===== src/rtl/fetch_pack.sv =====
// fetch_pack: registers I-cache fetch packets into an issue-stage entry with slot enables.
// Define FETCH_PACK_SKID_EN to add a skid entry for full throughput with a registered ready.
module fetch_pack (
  input  logic         clk,
  input  logic         rst,
  input  logic         IC_valid_i,
  input  logic [127:0] IC_inst_p_i,
  input  logic [31:0]  IC_basePC_i,
  input  logic [3:0]   IC_predTake_p_i,
  input  logic [127:0] IC_predDest_p_i,
  input  logic         IC_hasException_i,
  input  logic [4:0]   IC_ExcCode_i,
  input  logic         IC_isRefill_i,
  output logic         IF_ready_o,
  input  logic         IS_stopFetch_i,
  input  logic         SBA_flush_w_i,
  input  logic         CP0_excOccur_w_i,
  output logic         IF_valid_o,
  output logic [127:0] IF_inst_p_o,
  output logic [127:0] IF_predDest_p_o,
  output logic [3:0]   IF_predTake_p_o,
  output logic [31:0]  IF_instBasePC_o,
  output logic [3:0]   IF_instEnable_o,
  output logic [2:0]   IF_instNum_o,
  output logic         IF_hasException_o,
  output logic [4:0]   IF_ExcCode_o,
  output logic         IF_isRefill_o
);
  typedef struct packed {
    logic [127:0] inst;
    logic [127:0] dest;
    logic [3:0]   take;
    logic [27:0]  pc;
    logic [3:0]   en;
    logic [2:0]   num;
    logic         exc;
    logic [4:0]   code;
    logic         refill;
  } pkt_t;
  logic       w_flush, w_cons, w_acc, w_load_out, w_ds_set, w_unused;
  logic [1:0] w_start, w_last;
  logic [3:0] w_smask, w_taken, w_en, w_take;
  logic [2:0] w_num;
  pkt_t       w_new, w_out_src;
  logic       r_out_v, r_ds;
  pkt_t       r_out;
  assign w_unused = ^IC_basePC_i[1:0];
  assign w_flush  = SBA_flush_w_i || CP0_excOccur_w_i;
  assign w_cons   = r_out_v && !IS_stopFetch_i && !w_flush;
  assign w_acc    = IC_valid_i && IF_ready_o && !w_flush;
  // The first taken slot keeps its delay slot; a taken slot 3 defers it to the next packet.
  always_comb begin
    w_start  = IC_basePC_i[3:2];
    w_smask  = 4'b1111 << w_start;
    w_taken  = IC_predTake_p_i & w_smask;
    w_last   = w_taken[0] ? 2'd1 : w_taken[1] ? 2'd2 : 2'd3;
    w_en     = r_ds ? 4'b0001 : IC_hasException_i ? 4'b0001 << w_start : w_smask & (4'b1111 >> (2'd3 - w_last));
    w_take   = (r_ds || IC_hasException_i) ? 4'b0000 : IC_predTake_p_i & w_en;
    w_num    = {2'b0, w_en[0]} + {2'b0, w_en[1]} + {2'b0, w_en[2]} + {2'b0, w_en[3]};
    w_ds_set = !r_ds && !IC_hasException_i && w_taken == 4'b1000;
    w_new    = {IC_inst_p_i, IC_predDest_p_i, w_take, IC_basePC_i[31:4], w_en, w_num,
                IC_hasException_i, IC_ExcCode_i, IC_isRefill_i};
  end
`ifdef FETCH_PACK_SKID_EN
  logic r_skid_v;
  pkt_t r_skid;
  assign IF_ready_o = !r_skid_v;
  assign w_load_out = (w_cons && r_skid_v) || (w_acc && (!r_out_v || w_cons));
  assign w_out_src  = r_skid_v ? r_skid : w_new;
  always_ff @(posedge clk) begin
    if (!rst)
      r_skid_v <= 1'b0;
    else
      r_skid_v <= !w_flush && !w_cons && (r_skid_v || (w_acc && r_out_v));
  end
  always_ff @(posedge clk)
    if (w_acc && r_out_v && !w_cons) r_skid <= w_new;
`else
  assign IF_ready_o = !r_out_v || IF_valid_o;
  assign w_load_out = w_acc;
  assign w_out_src  = w_new;
`endif
  always_ff @(posedge clk) begin
    if (!rst) begin
      r_out_v     <= 1'b0;
      r_ds        <= 1'b0;
      r_out.en    <= 4'b0;
      r_out.num   <= 3'b0;
      r_out.exc   <= 1'b0;
    end else begin
      r_out_v <= !w_flush && (w_load_out || (r_out_v && !w_cons));
      r_ds    <= w_flush ? 1'b0 : w_acc ? w_ds_set : r_ds;
      if (w_load_out) r_out <= w_out_src;
    end
  end
  assign IF_valid_o        = w_cons;
  assign IF_inst_p_o       = r_out.inst;
  assign IF_predDest_p_o   = r_out.dest;
  assign IF_predTake_p_o   = r_out.take;
  assign IF_instBasePC_o   = {r_out.pc, 4'b0};
  assign IF_instEnable_o   = r_out.en;
  assign IF_instNum_o      = r_out.num;
  assign IF_hasException_o = r_out.exc;
  assign IF_ExcCode_o      = r_out.code;
  assign IF_isRefill_o     = r_out.refill;
endmodule


===== config.mk =====
export PLATFORM = sky130hd
export DESIGN_NAME = fetch_pack
export DESIGN_NICKNAME = d
export VERILOG_FILES = /design/src/rtl/fetch_pack.sv
export SDC_FILE = /design/constraint.sdc
export NUM_CORES = 1
export LEC_CHECK = 0
export CAP_MARGIN = 25
export CORE_AREA = 3 3 240 242
export CTS_CLUSTER_SIZE = 28
export DETAILED_ROUTE_END_ITERATION = 10
export DIE_AREA = 0 0 243 245
export SYNTH_ARGS = -nofsm -noshare
export SYNTH_HDL_FRONTEND = slang
export SYNTH_SLANG_ARGS = --single-unit

===== constraint.sdc =====
create_clock -name clk -period 20 [get_ports clk]
set_input_delay 5 -clock clk [delete_from_list [all_inputs] [get_ports clk]]
set_output_delay 5 -clock clk [all_outputs]
set_load 0.01 [all_outputs]

# After elaboration in Yosys (flattened, before gate mapping)
# Cells that the tools add are included.
# word_totals
out_inout_bits	308
ff_bits	304
wordCells	47
# op_classes
bitwise_logic	4
n_mux	4
n_shift	3
reduce_logical	20
n_eq_ne	1
add_sub_neg	4
# ops
cell	count
4-bit AND	3
1-bit logical AND	8
4-bit two-way mux	2
1-bit logical NOT	6
4-bit == test, second input constant	1
1-bit logical OR	4
1-bit by 2-bit left shift with 4-bit output, first input constant	1
4-bit by 2-bit left shift with 4-bit output, first input constant	1
4-bit by 2-bit right shift with 4-bit output, first input constant	1
2-bit by 1-bit adder with 3-bit output	1
3-bit by 1-bit adder with 3-bit output	1
1-bit by 1-bit adder with 2-bit output	1
2-bit two-way mux	1
2-bit AND reduction	1
2-bit OR reduction	1
2-bit subtractor, first input constant	1
1-bit two-way mux	1
1-bit inverter	1

# Logic depth before layout (Yosys ltp)
# logic_depth
depth_word	12
ltp_mapped	9

# Worst setup path after synthesis
# Ideal clock, no wire load.
# synth_path
path_type	input -> register
from	in CP0_excOccur_w_i
to	reg r_out, in the netlist IF_ExcCode_o[0] (enable)
path_stages	5
required_ps	19356
setup_ps	644
t_arrival_ps	11165
slack_ps	8191
n_path_buf	1
cell_sequence	nor2_4 and3_1 buf_6 nand2_1 inv_1
# synth_between
elab_chain_len	7
# synth_lines
item	line_no	source
from (decl)	17	input logic CP0_excOccur_w_i,
1-bit logical OR (*)	48	assign w_flush = SBA_flush_w_i || CP0_excOccur_w_i;
1-bit logical NOT (*)	49, 50	
1-bit logical AND	49	assign w_cons = r_out_v && !IS_stopFetch_i && !w_flush;
1-bit logical OR	79	assign IF_ready_o = !r_out_v || IF_valid_o;
1-bit logical AND	50	assign w_acc = IC_valid_i && IF_ready_o && !w_flush;
1-bit logical AND (*)	50	
2-bit AND reduction (no source line) (*)	n/a	
to (signal assigned)	93	if (w_load_out) r_out <= w_out_src;
to (decl)	46	pkt_t r_out;
# Every way passes the cells marked *; elsewhere a longest branch is shown, timed or not.
# A chain may end at the register's enable or synchronous reset.

# Worst setup path in the final report
# layout_path
from	in CP0_excOccur_w_i
to	out IF_valid_o
# layout_between
elab_chain_len	3
# layout_lines
item	line_no	source
1-bit logical OR	48	
1-bit logical NOT	49	
1-bit logical AND	49	
to (decl)	18	output logic IF_valid_o,
# No other way between the ends.

==> impl_metrics.ini <==
[die]
dieArea_um2 = 59500
die_h_um = 245
io_pins = 613
std_cell_rows = 86
start_util = 0.171
dieWidth_um = 243
core_um2 = 55300

[critical_path]
crit_top_cell = clkdlybuf4s50_1
critPathMaxFanout = 3
startpoint_type = input port
crit_path_cell_trace = clkdlybuf4s50_1, nor4b_1, clkdlybuf4s50_1
cp.required_ns = 15.00
max_stage_delay_ns = 0.60
worstPathArrival_ns = 6.41
worst-setup-path-type = input port to output port
slowest_stage = clkdlybuf4s50_1
endpoint_kind = output port

[layout]
utilization = 0.319
final_cell_mix = 606 x clkdlybuf4s50_1, 294 x edfxtp_1, 41 x clkbuf_16, 15 x nand2_1, 10 x dfxtp_1
seq_area_um2 = 9030
layout.nets = 1321
n_fill_cell = 5450
drive_above_1_share = 0.0597
mostFrequentLayoutCell = clkdlybuf4s50_1
area.growth.synth_to_final_pct = 87.2
final_area_um2 = 17600
multiInputGateArea_um2 = 353

[synthesis]
synthCells = 367
synth_warnings = 0
synth_area_leaders = edfxtp_1 94%, dfxtp_1 2.1%, nand2_1 0.60%
syn_area_um2 = 9430
syn_avg_cell_area_um2 = 25.7
synth_area_leader_cell = edfxtp_1
synth_top_cell_area_share = 0.936
ys_types = 30
ys_seq_area_frac = 0.957
synth_seq_cells = 304

[clocking]
cts.reportedPaths.clkPinSlew_ns = 0.06
cts_sinks = 304
clk_latency_ns = 0.53
cts_hold_buf = 0
htree_levels = 2
ctsResizeCount = 0
ctsRootBufferMaster = clkbuf_16
cts_inserted_buffers = 38
cts_tree = done
cts_setup_buffers = 0
clock_path_buffers = 3

[timing]
hold_viol_final = 0
slew_violations = 0
fmax_mhz = 87.7
slew_headroom = 0.361
tns_ns = 0
max_slew.worst_pin.slew_ns = 0.959
skew_ns = 0.0131
timing.hold.ws_ns = 0.469
setup_viol = 0
finalCriticalPeriod_ns = 11.41
rsz0062_at_grt = no
period_share = 0.570

[detailed_routing]
totalWireLength_um = 33100
dr.pass1.iters = 4
vias = 6119
vias_per_cell = 3.42
detail-route-antenna-nets = 0
drt_iter0_drc = 308
avgRoutedWirePerCell_um = 18.5
drc = 0

[global_route]
grt_pass1_vias = 6662
grt_pass1_wl_um = 46100
antenna_found_initial = 3
grt_max_degree = 92
grt.overflow.total = 0
grt_util_all_layers = 0.105

[power]
peakVddDrop_v = 0.0000595
p_leak_nw = 5.88
pwr_density_cell_nw_per_um2 = 85.8

[run_status]
outcome = finished clean

[min_path]
hold_path_class = flop to flop

[place]
placed_area_um2 = 16400
hpwl_um = 25500
place_congestion = 0.878
io_buffers = 606

[run]
drv_cap = 0
==> synthesized netlist by cell type, drive strengths merged <==
| cell | n |
|---|---|
| o31ai | 1 |
| o21bai | 2 |
| mux2i | 1 |
| nand3 | 4 |
| ha | 2 |
| conb | 1 |
| inv | 4 |
| a21oi | 3 |
| o21ai | 3 |
| clkbuf | 1 |
| and3 | 3 |
| a211oi | 2 |
| a21boi | 5 |
| nand2 | 15 |
| nor4b | 2 |
| fa | 1 |
| nor2b | 2 |
| and3b | 1 |
| o2bb2ai | 1 |
| buf | 5 |
| dfxtp | 10 |
| edfxtp | 294 |
| nor2 | 4 |
==> logic make-up (layout without fill, tap and decap cells) <==
logic type | Yosys count | in the layout | synth area share
DFF | 304 | 304 | 0.957
AOI/OAI and AO/OA | 17 | 17 | 0.0126
other | 1 | 6 | 0.000398
adders and majority gates | 3 | 3 | 0.00478
and+or+nand+nor | 31 | 31 | 0.0174
buffers and inverters | 10 | 679 | 0.00637
muxes | 1 | 1 | 0.00106
==> worst max-delay path: cells and delay by family <==
family,cells,cell delay (ns)
simple gates,1,0.31
buf+inv,2,1.09
==> final cells by class <==
type | instances | share of cell area
Timing Repair Buffer | 609 | 0.345
Multi-Input combinational cell | 56 | 0.0200
Clock inverter | 18 | 0.00815
Sequential cell | 304 | 0.512
Inverter | 4 | 0.00128
Tap cell | 748 | 0.0530
Antenna cell | 2 | 0.000284
Clock buffer | 48 | 0.0608
==> stage by stage <==
stage / instances / worst slack (ns) / total power (W)
2_1_floorplan: 370 / 8.19 / 0.000762
3_3_place_gp: 1721 / 8.53 / 0.000861
3_5_place_dp: 1721 / 8.57 / 0.000863
4_1_cts: 1787 / 8.57 / 0.00155
5_1_grt: 1787 / 8.54 / 0.00158
6_report: 1789 / 8.59 / 0.00151
==> power by group <==
group          total [W]  switching [W]  internal [W]
clock network   0.000667       0.000263      0.000404
registers       0.000726     0.00000586      0.000720
logic           0.000121      0.0000389     0.0000825
==> flip-flops by register name, summed over array words and instances, names as in the netlist, 3 cells and up <==
name             cells
IF_instEnable_o      4
IF_instBasePC_o     28
IF_predTake_p_o      4
IF_inst_p_o        128
IF_ExcCode_o         5
IF_predDest_p_o    128
IF_instNum_o         3
==> routing by layer <==
layer,wire length (um),global-route usage
met2,17000,0.189
met5,25,0
met3,4130,0.0580
met4,855,0.0339
met1,11100,0.104
==> final timing paths <==
check | endpoint | slack [ns] | from | cells past startpoint
setup / recovery | IF_valid_o | 8.59 | CP0_excOccur_w_i | 3
setup reg to reg | IF_predDest_p_o[27]$_DFFE_PP_ | 16.34 | r_out_v$_SDFF_PN0_ | 6
hold reg to reg | IF_instEnable_o[3]$_SDFFE_PN0P_ | 0.47 | IF_instEnable_o[3]$_SDFFE_PN0P_ | 2
hold / removal | IF_instEnable_o[3]$_SDFFE_PN0P_ | 0.47 | IF_instEnable_o[3]$_SDFFE_PN0P_ | 2
(Power assumes the default switching activity.)
